[src/rtl/modulo_ctrl.sv]
// -----------------------------------------------------------------------------
// modulo_ctrl -- prescaled modulo-16 up/down counter with IDLE/RUN/PAUSE control
//
// A prescaler divides CLK by DIV. Each time it completes a period while the FSM
// is in RUN, COUNT steps once (up or down, modulo 16). Control inputs are level
// sampled every cycle and resolved in fixed priority CLEAR > LOAD > STOP > START.
//
// Parameters
//   DIV        clock cycles per count step (2 .. 2^31-1)
//
// Ports
//   CLK        clock, all state changes on the rising edge
//   RST        synchronous active-high reset
//   START      begin counting from IDLE, or resume from PAUSE
//   STOP       pause counting (only meaningful in RUN)
//   CLEAR      return to IDLE with COUNT = 0
//   LOAD       load LOAD_VAL into COUNT, state unchanged
//   LOAD_VAL   value loaded by LOAD
//   ADD_SUB    1 = count up, 0 = count down
//   COUNT      registered count value
//   STATE      00 = IDLE, 01 = RUN, 10 = PAUSE
//   TICK       one-cycle pulse in the first cycle COUNT shows a stepped value
//   WRAP       one-cycle pulse with TICK when the step wrapped 15->0 or 0->15
//   DIR        direction used for the most recent or next step (1 = up)
//
// Build option
//   MODULO_CTRL_AUTO_REVERSE_EN  when defined, DIR is captured on entry to RUN
//   and a step that would wrap instead bounces one place back and inverts DIR;
//   WRAP is then never raised.
// -----------------------------------------------------------------------------
module modulo_ctrl #(
  parameter int unsigned DIV = 12587500
) (
  input  logic       CLK,
  input  logic       RST,
  input  logic       START,
  input  logic       STOP,
  input  logic       CLEAR,
  input  logic       LOAD,
  input  logic [3:0] LOAD_VAL,
  input  logic       ADD_SUB,
  output logic [3:0] COUNT,
  output logic [1:0] STATE,
  output logic       TICK,
  output logic       WRAP,
  output logic       DIR
);

  localparam int unsigned    PW        = $clog2(DIV);
  localparam logic [PW-1:0]  PRESC_MAX = PW'(DIV - 1);

  typedef enum logic [1:0] {
    S_IDLE  = 2'b00,
    S_RUN   = 2'b01,
    S_PAUSE = 2'b10
  } state_t;

  state_t        state_q, state_d;
  logic [3:0]    count_q, count_d;
  logic [PW-1:0] presc_q, presc_d;
  logic          tick_q,  tick_d;
  logic          wrap_q,  wrap_d;
  logic          dir_q,   dir_d;

  // Next-state and datapath decode.
  // NOTE: every variable gets its hold/default value first so no path through
  // the if-chain leaves one unassigned, which would otherwise infer a latch.
  always_comb begin
    state_d = state_q;
    count_d = count_q;
    presc_d = presc_q;
    tick_d  = 1'b0;
    wrap_d  = 1'b0;
`ifdef MODULO_CTRL_AUTO_REVERSE_EN
    dir_d   = dir_q;
`else
    dir_d   = ADD_SUB;
`endif

    if (CLEAR) begin
      state_d = S_IDLE;
      count_d = 4'd0;
      presc_d = '0;
    end else if (LOAD) begin
      // A load restarts the prescaler period and swallows any step due now.
      count_d = LOAD_VAL;
      presc_d = '0;
    end else if (STOP) begin
      // Pausing freezes the prescaler; a step due this cycle is dropped.
      if (state_q == S_RUN) state_d = S_PAUSE;
    end else if (START && (state_q != S_RUN)) begin
      state_d = S_RUN;
      // From IDLE start a fresh period; from PAUSE keep the frozen phase.
      if (state_q == S_IDLE) presc_d = '0;
`ifdef MODULO_CTRL_AUTO_REVERSE_EN
      dir_d = ADD_SUB;
`endif
    end else if (state_q == S_RUN) begin
      if (presc_q == PRESC_MAX) begin
        presc_d = '0;
        tick_d  = 1'b1;
`ifdef MODULO_CTRL_AUTO_REVERSE_EN
        // At either end, bounce back one place instead of wrapping.
        if (dir_q && (count_q == 4'd15)) begin
          count_d = 4'd14;
          dir_d   = 1'b0;
        end else if (!dir_q && (count_q == 4'd0)) begin
          count_d = 4'd1;
          dir_d   = 1'b1;
        end else begin
          count_d = dir_q ? count_q + 4'd1 : count_q - 4'd1;
        end
`else
        // 4-bit arithmetic wraps naturally; flag the wrap edge explicitly.
        count_d = ADD_SUB ? count_q + 4'd1 : count_q - 4'd1;
        wrap_d  = ADD_SUB ? (count_q == 4'd15) : (count_q == 4'd0);
`endif
      end else begin
        presc_d = presc_q + PW'(1);
      end
    end
  end

  // State register.
  // NOTE: sequential state uses non-blocking assignments so every register
  // samples the pre-edge values, independent of statement order.
  always_ff @(posedge CLK) begin
    if (RST) begin
      state_q <= S_IDLE;
      count_q <= 4'd0;
      presc_q <= '0;
      tick_q  <= 1'b0;
      wrap_q  <= 1'b0;
      dir_q   <= 1'b1;
    end else begin
      state_q <= state_d;
      count_q <= count_d;
      presc_q <= presc_d;
      tick_q  <= tick_d;
      wrap_q  <= wrap_d;
      dir_q   <= dir_d;
    end
  end

  assign COUNT = count_q;
  assign STATE = state_q;
  assign TICK  = tick_q;
  assign WRAP  = wrap_q;
  assign DIR   = dir_q;

endmodule

[config.mk]
export PLATFORM = sky130hd
export DESIGN_NAME = modulo_ctrl
export DESIGN_NICKNAME = d
export VERILOG_FILES = /design/src/rtl/modulo_ctrl.sv
export SDC_FILE = /design/constraint.sdc
export NUM_CORES = 1
export LEC_CHECK = 0
export CORE_ASPECT_RATIO = 0.75
export CORE_MARGIN = 5
export CORE_UTILIZATION = 59
export CTS_BUF_LIST = sky130_fd_sc_hd__clkbuf_8 sky130_fd_sc_hd__clkbuf_16
export DETAILED_ROUTE_END_ITERATION = 12
export PLACE_DENSITY = 0.83
export RECOVER_POWER = 25
export SLEW_MARGIN = 0
export SYNTH_ARGS = -nofsm -noshare
export SYNTH_HDL_FRONTEND = slang
export SYNTH_SLANG_ARGS = --single-unit
export TNS_END_PERCENT = 10
[constraint.sdc]
create_clock -name CLK -period 2.68 [get_ports CLK]
set_input_delay 0.536 -clock CLK [delete_from_list [all_inputs] [get_ports CLK]]
set_output_delay 0.536 -clock CLK [all_outputs]
set_load 0.1 [all_outputs]
### Word level (Yosys, flattened, before mapping)

Index checks and enable logic that the tools add are counted.

| operators by class | value |
|---|---|
| add/sub/neg operators | 3 |
| equal/unequal tests | 8 |
| mux-type cells | 15 |
| bitwise logic cells | 4 |
| reduce and logical (&&, ||, !) cells | 14 |

Operators with widths:

| cell | number |
|---|---|
| two-way mux 24 bit | 4 |
| adder 24 x 1 -> 24 bit, second input constant | 1 |
| equality test 24 bit, second input constant | 1 |
| two-way mux 4 bit | 6 |
| inequality test 2 x 1 -> 1 bit, second input constant | 4 |
| nonzero test 2 bit | 4 |
| OR reduction 7 bit | 1 |
| two-way mux 2 bit | 3 |
| AND reduction 3 bit | 2 |
| OR reduction 6 bit | 1 |
| adder 4 x 1 -> 4 bit, second input constant | 1 |
| equality test 4 bit, second input constant | 1 |
| logical NOT 4 bit | 1 |
| NOT 1 bit | 4 |
| AND reduction 4 bit | 1 |
| subtractor 4 x 1 -> 4 bit, second input constant | 1 |
| OR reduction 3 bit | 1 |
| equality test 2 x 1 -> 1 bit, second input constant | 1 |
| logical NOT 2 bit | 1 |
| two-way mux 1 bit | 2 |
| inequality test 2 bit, second input constant | 1 |
| OR reduction 2 bit | 1 |
| logical AND 1 bit | 1 |

| storage, ports and cells | value |
|---|---|
| flip-flop bits (word level) | 33 |
| bits of input ports | 11 |
| word-level logic and storage cells | 50 |

### Logic depth before layout (Yosys ltp)

Gate-level depths: netlist of run 1.

| depth | value |
|---|---|
| depth after elaboration | 7 |
| mapped depth | 7 |

### Worst setup path after synthesis of run 1

No wires, ideal clock.

| path | value |
|---|---|
| kind | flip-flop to flip-flop |
| start point | reg count_q[1] (netlist: COUNT[1]) |
| end point | reg count_q[3] (netlist: COUNT[3]) |
| arrival time | 2156 ps |
| required time | 2553 ps |
| path slack | 396 ps |
| stages on the path, launching flop included | 7 |
| buffers on the path | 0 |
| clock period less this slack | 2284 ps |
| cells stage by stage | dfxtp_1 -> ha_1 -> a21o_1 -> a21oi_1 -> xnor2_1 -> nand4_1 -> nor3b_2 |

| on the way | value |
|---|---|
| word-level cells in the longest chain between the ends | 7 |
| elaborated cells between the ends (all ways) | 8 |

RTL lines:

| what | RTL line | text |
|---|---|---|
| start, declared | 59 | `logic [3:0] count_q, count_d;` |
| start signal, assigned | 137 | `count_q <= count_d;` |
| subtractor 4 x 1 -> 4 bit or adder 4 x 1 -> 4 bit (tied branches) | 115 | `count_d = ADD_SUB ? count_q + 4'd1 : count_q - 4'd1;` |
| two-way mux 4 bit (*) | 115 |  |
| two-way mux 4 bit (*) | 99 | `if (presc_q == PRESC_MAX) begin` |
| two-way mux 4 bit (*) | 98 | `end else if (state_q == S_RUN) begin` |
| two-way mux 4 bit (*) | 91 | `end else if (START && (state_q != S_RUN)) begin` |
| two-way mux 4 bit (*) | 88 | `end else if (STOP) begin` |
| two-way mux 4 bit (*) | 84 | `end else if (LOAD) begin` |

Every way passes the cells marked *; elsewhere a longest branch is shown, timed or not. The select of a mux whose other input is x is not followed.
A chain may end at the register's enable or synchronous reset.

### Final worst setup path of run 1

| path | value |
|---|---|
| start point | in ADD_SUB |
| end point | reg count_q[3] (netlist: COUNT[3]) |

| on the way | value |
|---|---|
| word-level cells in the longest chain between the ends | 6 |

RTL lines:

| what | RTL line | text |
|---|---|---|
| start, declared | 41 | `input logic ADD_SUB,` |
| two-way mux 4 bit | 115 |  |
| two-way mux 4 bit | 99 |  |
| two-way mux 4 bit | 98 |  |
| two-way mux 4 bit | 91 |  |
| two-way mux 4 bit | 88 |  |
| two-way mux 4 bit | 84 |  |

Every way passes these cells. The select of a mux whose other input is x is not followed.

==> results of run 1 <==
[final timing paths]
check	slack, ps	start	end	cells past startpoint
max	540	ADD_SUB	COUNT[3]	8
min	470	presc_q[1]	presc_q[1]	2
max reg2reg	620	presc_q[13]	presc_q[19]	6
min reg2reg	470	presc_q[1]	presc_q[1]	2
[cells by family after synthesis]
group,after synthesis
AND/OR/NAND/NOR,104
AO/OA/AOI/OAI,41
flip-flops,33
XOR/XNOR,16
buffers and inverters,10
adder cells (fa/ha/maj),4
multiplexers,2
[per-layer routing]
metal  vias up  part of all wire (%)  track usage (%)
li1        812                     -                -
met1       741                    45             25.8
met2        53                    47             33.2
met3         6                   6.4             6.69
met4         0                  0.97             8.95
met5         -                     0                0
[area by class of cell]
class	count	share of cell area, %
well taps	38	2.33
inverters	6	1.10
flip-flops and latches	33	32.3
repair buffers	23	8.38
multi-input cells	167	51.7
clock buffers	6	4.04
clock inverters	1	0.184
[per-stage QoR]
step	cells	power [mW]	instance area, sq um	utilization [%]	hold WS, ps
after floorplan	210	0.571	1770	-	448
after global placement	267	0.600	1980	68.1	456
after detailed placement	267	0.603	1980	68.1	464
after CTS	274	0.966	2070	71.1	472
after global routing	274	1.01	2040	70.2	493
final	274	0.956	2040	70.2	472
[placed cells by master, fill, tap and decap left out, drive strengths merged, types with 2 or more instances in the layout]
cell type,instances
dfxtp,33
nor2,25
nand2,23
a21oi,13
clkbuf,13
o21ai,11
xnor2,10
nand3,9
nand4,9
clkdlybuf4s50,8
inv,7
and3,7
xor2,6
a31oi,6
buf,6
and2,6
nor4,6
or4,3
nor3,3
ha,3
and4,3
nor4b,3
or2,2
o31a,2
mux2i,2
a21boi,2
a21o,2
dlygate4sd3,2
nor3b,2
[power by group through the flow]
stage	registers (mW)	clock network (mW)	logic (mW)
after floorplan	0.536	0	0.0345
after global routing	0.500	0.412	0.0967
after detailed placement	0.511	0	0.0919
after global placement	0.511	0	0.0894
after CTS	0.500	0.373	0.0925
final	0.500	0.367	0.0893
[flip-flops by register name (all words and copies together), names as in the netlist]
signal   cells
presc_q     24
WRAP         1
COUNT        4
DIR          1
TICK         1
STATE        2
[worst register-to-register path, delay by kind of cell (launching register included)]
| kind | cells | cell delay (ps) |
|---|---|---|
| buf+inv | 1 | 180 |
| simple gates | 3 | 1030 |
| compound gates | 2 | 370 |
| flops | 1 | 370 |
==> run metrics, run 1 <==
Port Buffers 19; Die Y-Extent 57.4 um; Max VDD drop between 0.3 and 0.4 mV; f_max about 470 MHz; Setup violations, final 0; H-tree levels 2; clock network power share between 30% and 40%; Placement Setup Slack 232 ps; CP bufs+invs 2; DR DRC count 0; combinational share of power under 10%; nets about 250; Routed Antenna Nets 0; unrepaired setup endpoints after global routing false; hold_buf cts 0; CP Data Arrival Time between 2000 and 2500 ps; largest net degree at the start of global routing 17; dominant synthesized flop cell dfxtp_1; gpl congestion between 0.8 and 0.9; leakage around 0.7 nW; cell taking the most area after synthesis dfxtp_1; average routed wire per standard cell 14.4 um; compound-cell area share of the yosys netlist about 14%; # rows 17; Area Growth Syn to Fin 15.5%; synth cell count leaders dfxtp_1, nor2_1, nand2_1; vias in the first global route 1565; post-synth cell types 49; die area about 4200 sq um; syn avg cell area ~8.4 sq um; Crit-path slowest cell clkdlybuf4s50_1; Synthesis Warnings 0; Inserted Clock Buffers 5; largest family of logic cells by synthesized area simple AND/OR/NAND/NOR gates; share of post-route cells with drive strength above 1 between 10% and 20%; Layout Skew 5.99 ps; CP Class in2reg; synthesized area approximately 1800 sq um; post-synthesis mux area share 1.13%; first-pass iteration count of the detailed router 4; worst path cell trace clkdlybuf4s50_1, inv_1, ha_1, a21o_1, a21oi_1, xnor2_1, a211oi_1, nor3b_2; gr ovfl total 0; max_cap viols 0; Vias/cell around 5.9; CP top delay family compound AO/OA/AOI/OAI gates; post-CTS setup buffers 0; fillcell total 254; Power Dens Cells about 470 nW/um^2; Ports 20; switching share of power between 20 and 25%; FF/Latch Area 661 sq um; first-pass GRT wire length around 6900 um; worst hold path type reg2reg; post-synthesis adder-cell area fraction 3.25%; initial cell density of the core between 60% and 70%; Clock Pin Slew Worst Setup and Hold Paths 60 ps; Post-Synth XOR/XNOR Area 7.92%; GR Util All Layers between 20% and 30%; CTS tree built; multi-input logic area ~1100 sq um; Cells after Synth 210; Net Switching 0.232 mW; TNS Setup 0 ps; number of synthesized flops with an enable pin 0; status finished clean; clk sinks 33; Worst path max stage delay ~470 ps; Die Width about 73 um; final WL a little under 4000 um; Clock Latency Late Sink roughly 280 ps; count leader, synth dfxtp_1; top cells by area, synth dfxtp_1, nor2_1, xnor2_1, nand2_1, a21oi_1; core area just under 3000 sq um; syn nets between 200 and 250; DR iter-0 viols 200; simple-gate area share of the yosys netlist between 30% and 40%; Setup crit start kind primary input; ant diodes 0; top-area cell type share of the netlist area 37.3%; DR vias around 1.6k; worst slew pin tran between 1000 and 1500 ps; Int Power just over 0.7 mW; Seq/Total Area, Yosys 37.3%; Post-synth ARST share 0%; Final Slew Violations 0; Yosys reg bits 33; post-DP HPWL 2960 um; largest fanout on the critical path 6; critical path endpoint category flop; final hold violations 0; post-route setup slack roughly 540 ps; Worst Path Required between 2000 and 3000 ps; Root Driver clkbuf_8; fin crit share 80.0%; initial antenna violation count 0; Clock Path Buffers 2; Flop pwr share around 52%; Tmin final 2140 ps; relative slew slack between 20% and 30%; post_cts resized 0
Power figures use the tool's default switching activity.
==> run 2: changes to the inputs <==
--- a/config.mk
+++ b/config.mk
@@ -7,10 +7,10 @@
 export LEC_CHECK = 0
 export CORE_ASPECT_RATIO = 0.75
 export CORE_MARGIN = 5
-export CORE_UTILIZATION = 59
+export CORE_UTILIZATION = 50
 export CTS_BUF_LIST = sky130_fd_sc_hd__clkbuf_8 sky130_fd_sc_hd__clkbuf_16
 export DETAILED_ROUTE_END_ITERATION = 12
-export PLACE_DENSITY = 0.83
+export PLACE_DENSITY = 0.75
 export RECOVER_POWER = 25
 export SLEW_MARGIN = 0
 export SYNTH_ARGS = -nofsm -noshare
==> constraint.sdc (replaced) <==
create_clock -name CLK -period 1.72 [get_ports CLK]
set_input_delay 0.344 -clock CLK [delete_from_list [all_inputs] [get_ports CLK]]
set_output_delay 0.344 -clock CLK [all_outputs]
set_load 0.1 [all_outputs]
==> run 2 against run 1 <==
The flow now finishes with violations (negative setup slack). Via count grew 8.5%. Largest cell class unchanged. Design area rose by 23%. Worst setup slack worse by 770 ps. Highest routed layer unchanged. Cell count up 15%.
==> run metrics, run 2 (synthesis results as in run 1) <==
most frequent cells in the layout buf_4, dfxtp_1, nand2_1 (was dfxtp_1, nor2_1, nand2_1); nets 289 (was 251); final WL 4440 um (was 3930 um); met3 Use GR 4.82% (was 6.69%); Vias/cell 5.57 (was 5.88); Layout Cells excl Fill 314 (was 274); Ports 20 (unchanged); failing checks negative setup slack; gr ovfl total 0 (unchanged); post-DP HPWL 3190 um (was 2960 um); crit path launch presc_q[18] (was ADD_SUB); unrepaired setup endpoints after global routing true (was false); Final Slew Violations 0 (unchanged); clk sinks 33 (unchanged); Biggest register presc_q (unchanged); first-pass iteration count of the detailed router 4 (unchanged); core area 3360 sq um (was 2910 sq um); die area 4840 sq um (was 4210 sq um); Setup violations, final 28 (was 0); gr busiest metal met2 (unchanged); Clock Path Buffers 2 (unchanged); Core Util, Final 74.7% (was 70.2%); first-pass GRT wire length 7620 um (was 6870 um); leakage 0.948 nW (was 0.699 nW); gpl congestion 0.902 (was 0.818); number of flip-flops in the largest register 24 (unchanged); H-tree levels 2 (unchanged); initial cell density of the core 52.8% (was 60.8%); Port Buffers 19 (unchanged); initial antenna violation count 0 (unchanged); worst hold path type reg2reg (unchanged); final instance area 2510 sq um (was 2040 sq um); share of post-route cells with drive strength above 1 32.5% (was 11.0%); Die Y-Extent 61.5 um (was 57.4 um); DR DRC count 0 (unchanged); average routed wire per standard cell 14.1 um (was 14.4 um); Tmin final 1950 ps; met2 usage 33.6% (was 33.2%); Root Driver clkbuf_8 (unchanged); fin crit share 113%; commonest non-fill, non-tap cell in the layout buf_4 (was dfxtp_1); Power Dens Cells 621 nW/um^2 (was 468 nW/um^2); critical path endpoint category flop (unchanged); CTS tree built (unchanged); hold_buf cts 0 (unchanged); vias in the first global route 1646 (was 1565); Routed Antenna Nets 0 (unchanged); Placed Area 2390 sq um (was 1980 sq um); largest fanout on the critical path 8 (was 6); min-delay src presc_q[1] (unchanged); f_max a little over 500 MHz; status complete, but fails checks (was finished clean); largest net degree at the start of global routing 10 (was 17); max_cap viols 0 (unchanged); DR iter-0 viols 89 (was 200); Clock Latency Late Sink 290 ps (was 280 ps); number of instances in the placed design 306 (was 267); worst slew pin tran 545 ps (was 1170 ps); # rows 18 (was 17); Max VDD drop 0.557 mV (was 0.389 mV); post-route setup slack -231 ps (was 535 ps); Clock Pin Slew Worst Setup and Hold Paths 70 ps (was 60 ps); fillcell total 252 (was 254); R2R Path Start presc_q[18] (was presc_q[13]); Design Power 1.56 mW (was 0.956 mW); Die Width 78.7 um (was 73.3 um); CP Data Arrival Time 2130 ps (was 2310 ps); DR vias 1749 (was 1612); CP Class reg2reg (was in2reg); Layout Skew 5.07 ps (was 5.99 ps); final hold violations 0 (unchanged); GR Util All Layers 20.3% (was 20.9%); Worst Path Required 1900 ps (was 2850 ps); Area Growth Syn to Fin 41.6% (was 15.5%); ant diodes 0 (unchanged); Inserted Clock Buffers 5 (unchanged); M1 GR Usage 25.8% (about the same); relative slew slack 63.8% (was 22.4%); Setup crit start kind flop (was primary input)
run 2: repair_timing:
item,4_1_cts,5_1_grt
hold endpoints to repair,0,0
setup buffers,0,1
gates resized for setup,2,14
pin swaps,2,10
setup endpoints to repair,28,29
cloned,0,0
run 2: through the flow:
step / TNS, ps / hold slack [ps] / worst slack [ps]
after floorplan: -841 / 448 / -95.0
final: -4990 / 499 / -231
after CTS: -3460 / 496 / -162
after global placement: -4710 / 456 / -330
after global routing: -6620 / 518 / -290
after detailed placement: -4870 / 480 / -360
run 2: power breakdown:
part / internal (mW) / switching, mW
combinational: 0.0798 / 0.101
clock: 0.311 / 0.284
sequential: 0.769 / 0.0108
run 2: worst max-delay path, cell delays in order, from the launching register on:
cell and delay (ps):
dfxtp_2 320, or4_4 540, nor4_4 310, buf_4 180, a21oi_2 50, o21ai_2 220
buf_6 170, a21oi_1 50
run 2: final timing paths:
check | slack, ps | end | cells after the start
hold reg to reg | 500 | presc_q[1] | 2
hold / removal | 500 | presc_q[1] | 2
setup reg to reg | -230 | presc_q[8] | 7
setup / recovery | -230 | presc_q[8] | 7
run 2: per-layer routing:
metal,vias to the layer above,wire length (um)
li1,888,-
met1,814,2160
met2,39,2030
met3,8,188
met4,0,65
met5,-,0
run 2: cell type report:
cell class	instances	area, sq um	area share (%)
Clock buffer	6	82.6	3.30
Clock inverter	1	3.75	0.150
Inverter	6	22.5	0.899
Multi-Input combinational cell	167	1100	43.7
Sequential cell	33	674	26.9
Tap cell	40	50.0	2.00
Timing Repair Buffer	61	577	23.0
